[config.mk]
export PLATFORM = sky130hd
export DESIGN_NAME = pipelined_addsub_flat
export DESIGN_NICKNAME = d
export VERILOG_FILES = /design/src/rtl/pipelined_addsub_pkg.sv /design/src/rtl/pipelined_addsub_if.sv /design/src/rtl/addsub_slice.sv /design/src/rtl/pipelined_addsub.sv /design/src/flat_wrapper.sv
export SDC_FILE = /design/constraint.sdc
export NUM_CORES = 1
export LEC_CHECK = 0
export ABC_AREA = 1
export CAP_MARGIN = 20
export CORE_ASPECT_RATIO = 2
export CORE_MARGIN = 3
export CORE_UTILIZATION = 35
export DETAILED_ROUTE_END_ITERATION = 6
export PLACE_DENSITY = 0.57
export SLEW_MARGIN = 20
export SYNTH_ARGS = -nofsm -noshare
export SYNTH_HDL_FRONTEND = slang
export SYNTH_SLANG_ARGS = --single-unit
export TNS_END_PERCENT = 100
[constraint.sdc]
create_clock -name clk -period 5.5 [get_ports clk]
set_input_delay 1.375 -clock clk [delete_from_list [all_inputs] [get_ports clk]]
set_output_delay 1.375 -clock clk [all_outputs]
set_load 0.05 [all_outputs]
[src/rtl/pipelined_addsub_pkg.sv]
// Shared configuration helpers for the pipelined adder/subtractor: slice-width derivation,
// geometry legality check and the per-stage control record.
package pipelined_addsub_pkg;

   localparam int DEF_WIDTH  = 32;
   localparam int DEF_STAGES = 4;

   // Control state a stage carries alongside its partial sum.
   typedef struct packed {
      logic vld;
      logic carry;
      logic zero;
   } stage_ctl_t;

   function automatic int slice_width(input int width, input int stages);
      return width / stages;
   endfunction

   function automatic bit cfg_ok(input int width, input int stages);
      return (stages >= 1) && (width >= stages) && ((width % stages) == 0);
   endfunction

endpackage

[src/rtl/pipelined_addsub_if.sv]
// Operand/result handshake bundle for pipelined_addsub; ADDER_FLAGS_EN adds the ovf/zero/neg
// result flags.
interface pipelined_addsub_if
   import pipelined_addsub_pkg::*;
#(
   parameter int WIDTH = DEF_WIDTH
);
   logic             in_valid;
   logic             in_ready;
   logic [WIDTH-1:0] a;
   logic [WIDTH-1:0] b;
   logic             sub;
   logic             out_valid;
   logic             out_ready;
   logic [WIDTH-1:0] sum;
   logic             cout;
`ifdef ADDER_FLAGS_EN
   logic             ovf;
   logic             zero;
   logic             neg;
`endif

   modport master (
      output in_valid, a, b, sub, out_ready,
      input  in_ready, out_valid, sum, cout
`ifdef ADDER_FLAGS_EN
      , input ovf, zero, neg
`endif
   );

   modport slave (
      input  in_valid, a, b, sub, out_ready,
      output in_ready, out_valid, sum, cout
`ifdef ADDER_FLAGS_EN
      , output ovf, zero, neg
`endif
   );

endinterface

[src/rtl/addsub_slice.sv]
// SW-bit combinational ripple of full adders; cmsb (carry into the top bit) exists only when
// ADDER_FLAGS_EN is defined.
module addsub_slice #(
   parameter int SW = 8
) (
   input  logic [SW-1:0] a,
   input  logic [SW-1:0] b,
   input  logic          cin,
   output logic [SW-1:0] s,
`ifdef ADDER_FLAGS_EN
   output logic          cmsb,
`endif
   output logic          cout
);

   logic [SW:0] c;

   always_comb begin
      c    = '0;
      s    = '0;
      c[0] = cin;
      for (int i = 0; i < SW; i++) begin
         s[i]   = a[i] ^ b[i] ^ c[i];
         c[i+1] = (a[i] & b[i]) | (c[i] & (a[i] ^ b[i]));
      end
   end

   assign cout = c[SW];
`ifdef ADDER_FLAGS_EN
   assign cmsb = c[SW-1];
`endif

endmodule

[src/rtl/pipelined_addsub.sv]
// Pipelined ripple-carry add/sub: one SW-bit slice per stage, carry registered between stages,
// latency STAGES, empty stages fill under backpressure. ADDER_FLAGS_EN adds ovf/zero/neg outputs.
module pipelined_addsub
   import pipelined_addsub_pkg::*;
#(
   parameter int WIDTH  = DEF_WIDTH,
   parameter int STAGES = DEF_STAGES
) (
   input logic              clk,
   input logic              rst,
   pipelined_addsub_if.slave io
);

   localparam int SW = slice_width(WIDTH, STAGES);

   if (!cfg_ok(WIDTH, STAGES)) begin : g_cfg_err
      $error("pipelined_addsub: WIDTH must be a non-zero multiple of STAGES");
   end

   logic [STAGES-1:0] vld;
   logic [STAGES-1:0] rdy;
   logic [STAGES-1:0] upv;
   logic [WIDTH-1:0]  b_in;

   assign b_in = io.b ^ {WIDTH{io.sub}};
   // upv[k] is the valid of whatever feeds stage k.
   assign upv  = STAGES'({vld, io.in_valid});

   // Ready ripples back from the output; a hole anywhere lets everything upstream of it move.
   always_comb begin : p_rdy
      logic dn;
      dn  = io.out_ready;
      rdy = '0;
      for (int k = STAGES - 1; k >= 0; k--) begin
         rdy[k] = !vld[k] || dn;
         dn     = rdy[k];
      end
   end

   always_ff @(posedge clk or posedge rst) begin
      if (rst) begin
         vld <= '0;
      end else begin
         for (int k = 0; k < STAGES; k++) begin
            if (rdy[k]) vld[k] <= upv[k];
         end
      end
   end

`ifdef ADDER_FLAGS_EN
   logic ovf_r;
`endif

   for (genvar k = 0; k < STAGES; k++) begin : g_stg
      localparam int PW  = (k + 1) * SW;
      localparam int REM = WIDTH - PW;

      logic          ld;
      logic [SW-1:0] sa;
      logic [SW-1:0] sb;
      logic [SW-1:0] ss;
      logic          sci;
      logic          sco;
      logic [PW-1:0] ps_d;
      logic [PW-1:0] ps_r;
      logic          c_r;
`ifdef ADDER_FLAGS_EN
      logic          cm;
      logic          z_d;
      logic          z_r;
`endif

      assign ld = rdy[k] && upv[k];

      if (k == 0) begin : g_src
         assign sa   = io.a[SW-1:0];
         assign sb   = b_in[SW-1:0];
         assign sci  = io.sub;
         assign ps_d = ss;
`ifdef ADDER_FLAGS_EN
         assign z_d  = (ss == '0);
`endif
      end else begin : g_src
         assign sa   = g_stg[k-1].g_opr.a_r[SW-1:0];
         assign sb   = g_stg[k-1].g_opr.b_r[SW-1:0];
         assign sci  = g_stg[k-1].c_r;
         assign ps_d = {ss, g_stg[k-1].ps_r};
`ifdef ADDER_FLAGS_EN
         assign z_d  = (ss == '0) && g_stg[k-1].z_r;
`endif
      end

      addsub_slice #(.SW(SW)) u_slice (
         .a    (sa),
         .b    (sb),
         .cin  (sci),
         .s    (ss),
`ifdef ADDER_FLAGS_EN
         .cmsb (cm),
`endif
         .cout (sco)
      );

      // Operand bits not yet consumed, shifted so the next slice sits at bit 0.
      if (REM > 0) begin : g_opr
         logic [REM-1:0] a_r;
         logic [REM-1:0] b_r;
         if (k == 0) begin : g_ld
            always_ff @(posedge clk) begin
               if (ld) begin
                  a_r <= io.a[WIDTH-1:SW];
                  b_r <= b_in[WIDTH-1:SW];
               end
            end
         end else begin : g_ld
            always_ff @(posedge clk) begin
               if (ld) begin
                  a_r <= g_stg[k-1].g_opr.a_r[REM+SW-1:SW];
                  b_r <= g_stg[k-1].g_opr.b_r[REM+SW-1:SW];
               end
            end
         end
      end

      if (k == STAGES - 1) begin : g_reg
         always_ff @(posedge clk or posedge rst) begin
            if (rst) begin
               ps_r  <= '0;
               c_r   <= 1'b0;
`ifdef ADDER_FLAGS_EN
               z_r   <= 1'b0;
               ovf_r <= 1'b0;
`endif
            end else if (ld) begin
               ps_r  <= ps_d;
               c_r   <= sco;
`ifdef ADDER_FLAGS_EN
               z_r   <= z_d;
               ovf_r <= cm ^ sco;
`endif
            end
         end
      end else begin : g_reg
         always_ff @(posedge clk) begin
            if (ld) begin
               ps_r <= ps_d;
               c_r  <= sco;
`ifdef ADDER_FLAGS_EN
               z_r  <= z_d;
`endif
            end
         end
      end
   end

   assign io.in_ready  = rdy[0];
   assign io.out_valid = vld[STAGES-1];
   assign io.sum       = g_stg[STAGES-1].ps_r;
   assign io.cout      = g_stg[STAGES-1].c_r;
`ifdef ADDER_FLAGS_EN
   assign io.ovf       = ovf_r;
   assign io.zero      = g_stg[STAGES-1].z_r;
   assign io.neg       = g_stg[STAGES-1].ps_r[WIDTH-1];
`endif

endmodule

[src/flat_wrapper.sv]
// flat-port wrapper written by rule: the top's interface ports become plain ports
module pipelined_addsub_flat import pipelined_addsub_pkg::*;
#(
   parameter int WIDTH  = DEF_WIDTH,
   parameter int STAGES = DEF_STAGES
)
  (clk, rst, io_in_valid, io_a, io_b, io_sub, io_out_ready, io_in_ready, io_out_valid, io_sum, io_cout);
  pipelined_addsub_if #(.WIDTH(WIDTH)) io_i ();
  input logic clk;
  input logic rst;
  input wire logic [$bits(io_i.in_valid)-1:0] io_in_valid;
  input wire logic [$bits(io_i.a)-1:0] io_a;
  input wire logic [$bits(io_i.b)-1:0] io_b;
  input wire logic [$bits(io_i.sub)-1:0] io_sub;
  input wire logic [$bits(io_i.out_ready)-1:0] io_out_ready;
  output wire logic [$bits(io_i.in_ready)-1:0] io_in_ready;
  output wire logic [$bits(io_i.out_valid)-1:0] io_out_valid;
  output wire logic [$bits(io_i.sum)-1:0] io_sum;
  output wire logic [$bits(io_i.cout)-1:0] io_cout;
  assign io_i.in_valid = io_in_valid;
  assign io_i.a = io_a;
  assign io_i.b = io_b;
  assign io_i.sub = io_sub;
  assign io_i.out_ready = io_out_ready;
  assign io_in_ready = io_i.in_ready;
  assign io_out_valid = io_i.out_valid;
  assign io_sum = io_i.sum;
  assign io_cout = io_i.cout;
  pipelined_addsub #(.WIDTH(WIDTH), .STAGES(STAGES)) u_core (.clk(clk), .rst(rst), .io(io_i));
endmodule
# Word-level counts from Yosys, hierarchy flattened
# Cells that the tools add are included.
dict set report word_totals {
  reg_bits 184
  out_inout_bits 35
  elab_cells 191
}
dict set report classes {
  n_bitwise 161
  n_reduce_logical 12
}
# operator count
set ops {}
lappend ops {{AND 1 bit} 64}
lappend ops {{bitwise XOR 1 bit} 64}
lappend ops {{OR 1 bit} 32}
lappend ops {{bitwise XOR 32 bit} 1}
lappend ops {{logical AND 1 bit} 4}
lappend ops {{zero test 1 bit} 4}
lappend ops {{logical OR 1 bit} 4}

# Depth between registers and ports, before layout
dict set report logic_depth {
  depth_word 18
  mapped_depth 12
}

# Modules after synthesis
# From an unflattened synthesis, not the netlist that was laid out.
dict set report unflattened {
  cells_unflattened 422
  hier_area_um2 7031.7
}
# mod n_inst cells_each area_each_um2 seq_area_each_um2
set modules_own_cells {}
lappend modules_own_cells {pipelined_addsub 1 350 6241.0 5340.1}
lappend modules_own_cells {addsub_slice 4 18 197.7 0.0}

# Least setup slack after synthesis
# No wires, ideal clock.
dict set report synth_timing {
  path_type {input to register}
  from {input io_sub}
  to {register u_core.g_stg[0].ps_r[7], data pin}
  setup_ps 269
  arrival_time_ps 4412
  t_required_ps 5231
  path_slack_ps 818
  path_stages 12
  path_buffers 2
  cell_sequence {buf_2 -> buf_6 -> xor2_1 -> fa_1 -> inv_1 -> fa_1 -> fa_1 -> fa_1 -> fa_1 -> fa_1 -> inv_1 -> fa_1}
}
dict set report synth_via {
  elab_chain_len 17
}
# element line
set synth_lines {}
lappend synth_lines {{start: declaration} flat_wrapper.sv:14} ;# input wire logic [$bits(io_i.sub)-1:0] io_sub;
lappend synth_lines {{bitwise XOR 32 bit} pipelined_addsub.sv:25} ;# assign b_in = io.b ^ {WIDTH{io.sub}};
lappend synth_lines {{bitwise XOR 1 bit} addsub_slice.sv:24} ;# c[i+1] = (a[i] & b[i]) | (c[i] & (a[i] ^ b[i]));
lappend synth_lines {{AND 1 bit} addsub_slice.sv:24}
lappend synth_lines {{OR 1 bit} addsub_slice.sv:24}
lappend synth_lines {{AND 1 bit} addsub_slice.sv:24}
lappend synth_lines {{OR 1 bit} addsub_slice.sv:24}
lappend synth_lines {{AND 1 bit} addsub_slice.sv:24}
lappend synth_lines {{OR 1 bit} addsub_slice.sv:24}
lappend synth_lines {{(+2 left out)} --}
lappend synth_lines {{AND 1 bit} addsub_slice.sv:24}
lappend synth_lines {{OR 1 bit} addsub_slice.sv:24}
lappend synth_lines {{AND 1 bit} addsub_slice.sv:24}
lappend synth_lines {{OR 1 bit} addsub_slice.sv:24}
lappend synth_lines {{AND 1 bit} addsub_slice.sv:24}
lappend synth_lines {{OR 1 bit} addsub_slice.sv:24}
lappend synth_lines {{bitwise XOR 1 bit *} addsub_slice.sv:23} ;# s[i] = a[i] ^ b[i] ^ c[i];
lappend synth_lines {{net u_core.g_stg[0].ps_d[7]} pipelined_addsub.sv:64} ;# logic [PW-1:0] ps_d;
lappend synth_lines {{end signal: assignment} pipelined_addsub.sv:146} ;# ps_r <= ps_d;
lappend synth_lines {{end: declaration} pipelined_addsub.sv:65} ;# logic [PW-1:0] ps_r;
# Mark *: on every way through the listed nets, which the timed path passes. The rest lies on a longest branch.
# A chain may end at the register's enable or synchronous reset.

# Worst setup path after layout
dict set report layout_timing {
  from {input io_b[1]}
  to {register u_core.g_stg[0].ps_r[7], data pin}
}
dict set report layout_via {
  elab_chain_len 15
}
# element line
set layout_lines {}
lappend layout_lines {{start: declaration} flat_wrapper.sv:13} ;# input wire logic [$bits(io_i.b)-1:0] io_b;
lappend layout_lines {{bitwise XOR 32 bit *} pipelined_addsub.sv:25}
lappend layout_lines {{bitwise XOR 1 bit} addsub_slice.sv:24}
lappend layout_lines {{AND 1 bit} addsub_slice.sv:24}
lappend layout_lines {{OR 1 bit *} addsub_slice.sv:24}
lappend layout_lines {{AND 1 bit *} addsub_slice.sv:24}
lappend layout_lines {{OR 1 bit *} addsub_slice.sv:24}
lappend layout_lines {{AND 1 bit *} addsub_slice.sv:24}
lappend layout_lines {{OR 1 bit *} addsub_slice.sv:24}
lappend layout_lines {{AND 1 bit *} addsub_slice.sv:24}
lappend layout_lines {{OR 1 bit *} addsub_slice.sv:24}
lappend layout_lines {{AND 1 bit *} addsub_slice.sv:24}
lappend layout_lines {{OR 1 bit *} addsub_slice.sv:24}
lappend layout_lines {{AND 1 bit *} addsub_slice.sv:24}
lappend layout_lines {{OR 1 bit *} addsub_slice.sv:24}
lappend layout_lines {{bitwise XOR 1 bit *} addsub_slice.sv:23}
lappend layout_lines {{net u_core.g_stg[0].ps_d[7]} pipelined_addsub.sv:64}
# Marked as above.

==> metrics.log <==
[metrics] post-CTS repair timing setup buffer count: 0
[metrics] number of design-rule violations left by the first detailed-router iteration: 119
[metrics] GRT Overall Usage: 10.51%
[metrics] cell with the largest stage delay on the worst path: sky130_fd_sc_hd__clkdlybuf4s50_1
[metrics] H-tree Lvls: 4
[metrics] synthesized netlist net count: 518
[metrics] Critical Path Fanout Max: 1
[metrics] list of cells traversed by the critical path: clkdlybuf4s50_1 -> xor2_1 -> fa_1 -> inv_1 -> fa_1 -> fa_1 -> fa_1 -> fa_1 -> fa_1 -> inv_1 -> fa_1
[metrics] Levels on crit path: 11
[metrics] count of flip-flops with a built-in enable after synthesis: 147
[metrics] leading area contributor after synthesis: sky130_fd_sc_hd__edfxtp_1
[metrics] synth top area cells: sky130_fd_sc_hd__edfxtp_1, sky130_fd_sc_hd__dfrtp_1, sky130_fd_sc_hd__fa_1
[metrics] Lkg Pwr: 3.485 nW
[metrics] antenna violations before repair: 0
[metrics] y dimension of the die: 206.2 µm
[metrics] Clk Latency, worst-skew pair: 0.42 ns
[metrics] buffers plus inverters on the worst setup path: 3
[metrics] outcome: complete, no violations
[metrics] final-report setup violation count: 0
[metrics] CTS tree: yes
[metrics] DP Worst Slack: 0.5545 ns
[metrics] source of the worst hold timing path: u_core.g_stg[1].ps_r[2]
[metrics] kind of capture point of the worst setup path: register
[metrics] Max Clk Rate: 0.2223 GHz
[metrics] Final #Nets: 631
[metrics] number of buffers inserted by port buffering: 103
[metrics] power density normalized to cell area: 442.3 mW/mm²
[metrics] sequential area share after synthesis: 76.11%
[metrics] cell type group with the largest total delay on the critical path: adder cells
[metrics] sequential standard cell area: 0.005340 mm²
[metrics] mean post-synth cell area: 16.79 µm²
[metrics] Hold Fails Final Rpt: 0
[metrics] number of optimization iterations in the first detailed-route pass: 4
[metrics] list of most frequent post-synthesis cells: sky130_fd_sc_hd__edfxtp_1, sky130_fd_sc_hd__nand2_1, sky130_fd_sc_hd__inv_1, sky130_fd_sc_hd__dfrtp_1
[metrics] Vias per Instance: 4.098
[metrics] die outline width: 106.1 µm
[metrics] IR drop worst, VDD: 0.2003 mV
[metrics] worst setup path category: in -> reg
[metrics] Data required, critical path: 5.66 ns
[metrics] remaining global-route overflow: 0
[metrics] layout-stage area growth over the synthesis result: 26.27%
[metrics] area of the mapped netlist: 0.007017 mm²
[metrics] end point of the critical path: u_core.g_stg[0].ps_r[7]
[metrics] cell at the root of the clock tree: sky130_fd_sc_hd__clkbuf_16
[metrics] DR WL/cell: 13.19 µm
[metrics] fill cell instance count of the final layout: 1754
[metrics] Crit Reg-Reg Endpoint: u_core.io.sum[31]
[metrics] layout cell share with drive strength beyond 1: 7.721%
[metrics] area taken by multi-input logic gates: 0.001401 mm²
[metrics] max-slew violation count: 0
[metrics] Relative slew margins: 32.50%
[metrics] final worst-path setup slack: 1.002 ns
[metrics] Placer Congestion: 0.7232
[metrics] most common cell in the synthesized netlist: sky130_fd_sc_hd__edfxtp_1
[metrics] Synth Warn #: 0
[metrics] Final ANT Viol Nets: 0
[metrics] Die Footprint: 0.02189 mm²
[metrics] number of clock sinks seen by CTS: 184
[metrics] Register-to-Register Path Depth: 12
[metrics] beginning of the critical path: io_b[1]
[metrics] fraction of the cycle the final worst path needs: 81.78%
[metrics] vias after detailed routing: 3291
[metrics] Resized Gates After CTS: 0
[metrics] cell type with the highest occurrence count on the critical path: sky130_fd_sc_hd__fa_1
[metrics] Routed Wire Length: 10590 µm
[metrics] CTS Hold Bufs: 0
[metrics] Setup crit start kind: primary input
[metrics] data arrival time of the critical path: 4.65 ns
[metrics] sum of net half-perimeters after detailed placement: 7951 µm
[metrics] stage delay of the slowest cell on the critical path: 0.47 ns
[metrics] max-capacitance violation count: 0
[metrics] largest net degree at the start of global routing: 50
[metrics] antenna cells: 0
[metrics] Std-Cell Rows: 72
[metrics] startpoint of the worst register-to-register path: u_core.g_stg[2].g_opr.b_r[0]
[metrics] final total negative setup slack: 0 ns
[metrics] count of unresolved DRC violations after routing: 0
[metrics] Bufs on Longest Clock Path: 2
[metrics] setup slack, reg-to-reg: 1.31 ns
[metrics] final clock skew: 0.01045 ns
[metrics] Gate Count Post-Synth: 418
[metrics] number of global-route vias before repair: 3635
[metrics] total I/O pin count: 104
[metrics] Yosys top cell area share: 62.91%
[metrics] flop and latch count out of synthesis: 184
[metrics] Hold Path Class: reg -> reg
[metrics] actual slew at the worst max-slew pin: 1.011 ns
[metrics] Post-synth ARST share: 20.11%
[metrics] Tmin final: 4.498 ns
[metrics] cts bufs inserted: 17
[metrics] global-route wire length before repair: 17660 µm
[metrics] RSZ-0062 raised after global routing: no
[metrics] Starting Density: 35.89%
[metrics] dominant synthesized flop cell: sky130_fd_sc_hd__edfxtp_1
[metrics] core footprint: 0.01955 mm²
[metrics] clock-pin transition on the worst setup and hold timing paths: 0.07 ns
[metrics] count of distinct cell types in the synthesized netlist: 17
==> cell type report <==
cell class / instances / share of cell area [%]
multi-input cells: 174 / 15.82
repair buffers: 108 / 12.00
flip-flops and latches: 184 / 60.27
clock inverters: 14 / 1.455
inverters: 46 / 1.949
well taps: 259 / 3.658
clock buffers: 18 / 4.844
==> cell families (layout without fill, tap and decap cells) <==
family / Yosys count / count (layout) / synth area share (%)
DFF: 184 / 184 / 76.11
buffers and inverters: 60 / 186 / 4.030
AOI/OAI and AO/OA: 3 / 3 / 0.2139
adders and majority gates: 31 / 31 / 8.845
xor gates and xnor gates: 32 / 32 / 3.994
and+or+nand+nor: 107 / 107 / 6.651
muxes: 1 / 1 / 0.1605
==> power breakdown <==
part	internal (W)	switching (W)
registers	0.00180	0.000105
clock network	0.000599	0.000524
logic	0.000307	0.000589
total	0.00270	0.00122
==> per-layer routing <==
metal | routed length, µm | track usage (%) | part of all wire [%]
met5 | 0 | 0 | 0
met4 | 341 | 5.836 | 3.2
met3 | 494 | 3.126 | 4.7
met2 | 5880 | 18.81 | 56
met1 | 3876 | 10.83 | 37
==> layout by cell type, fill, tap and decap left out, drive strengths merged <==
cell,netlist,final
nand3,31,31
mux2,1,1
fa,31,31
dfrtp,37,37
inv,46,55
xor2,27,27
nor2,3,3
edfxtp,147,147
clkinvlp,0,1
clkinv,0,4
clkbuf,0,18
xnor2,5,5
nand2,72,72
nand4,1,1
buf,14,6
o21ai,3,3
clkdlybuf4s50,0,102
==> per-stage QoR <==
step	power (W)	util (%)	instance area, µm²	cells	hold WS [ns]
floorplan	0.002503	-	7017	418	0.4003
global placement	0.002826	42.47	8302	771	0.4026
detailed placement	0.002852	42.47	8302	771	0.4045
CTS	0.003997	45.32	8860	803	0.4164
global route	0.004136	45.32	8860	803	0.4279
finish	0.003919	45.32	8860	803	0.4155
==> worst min-delay path by stage <==
stage,to,cells after the start
detailed placement,u_core.g_stg[1].g_opr.a_r[13],0
floorplan,u_core.g_stg[1].g_opr.a_r[0],0
CTS,u_core.g_stg[2].ps_r[2],0
global route,u_core.g_stg[1].g_opr.b_r[4],0
finish,u_core.g_stg[2].ps_r[2],0
global placement,u_core.g_stg[1].ps_r[2],0
==> state kept, by name, indices dropped and copies added (netlist names) <==
signal	cells
u_core.io.sum	32
u_core.g_stg.c_r	3
u_core.g_stg.g_opr.a_r	48
u_core.io.cout	1
u_core.g_stg.g_opr.b_r	48
u_core.g_stg.ps_r	48
u_core.vld	4
No activity file was read; power rests on OpenSTA's default activity.
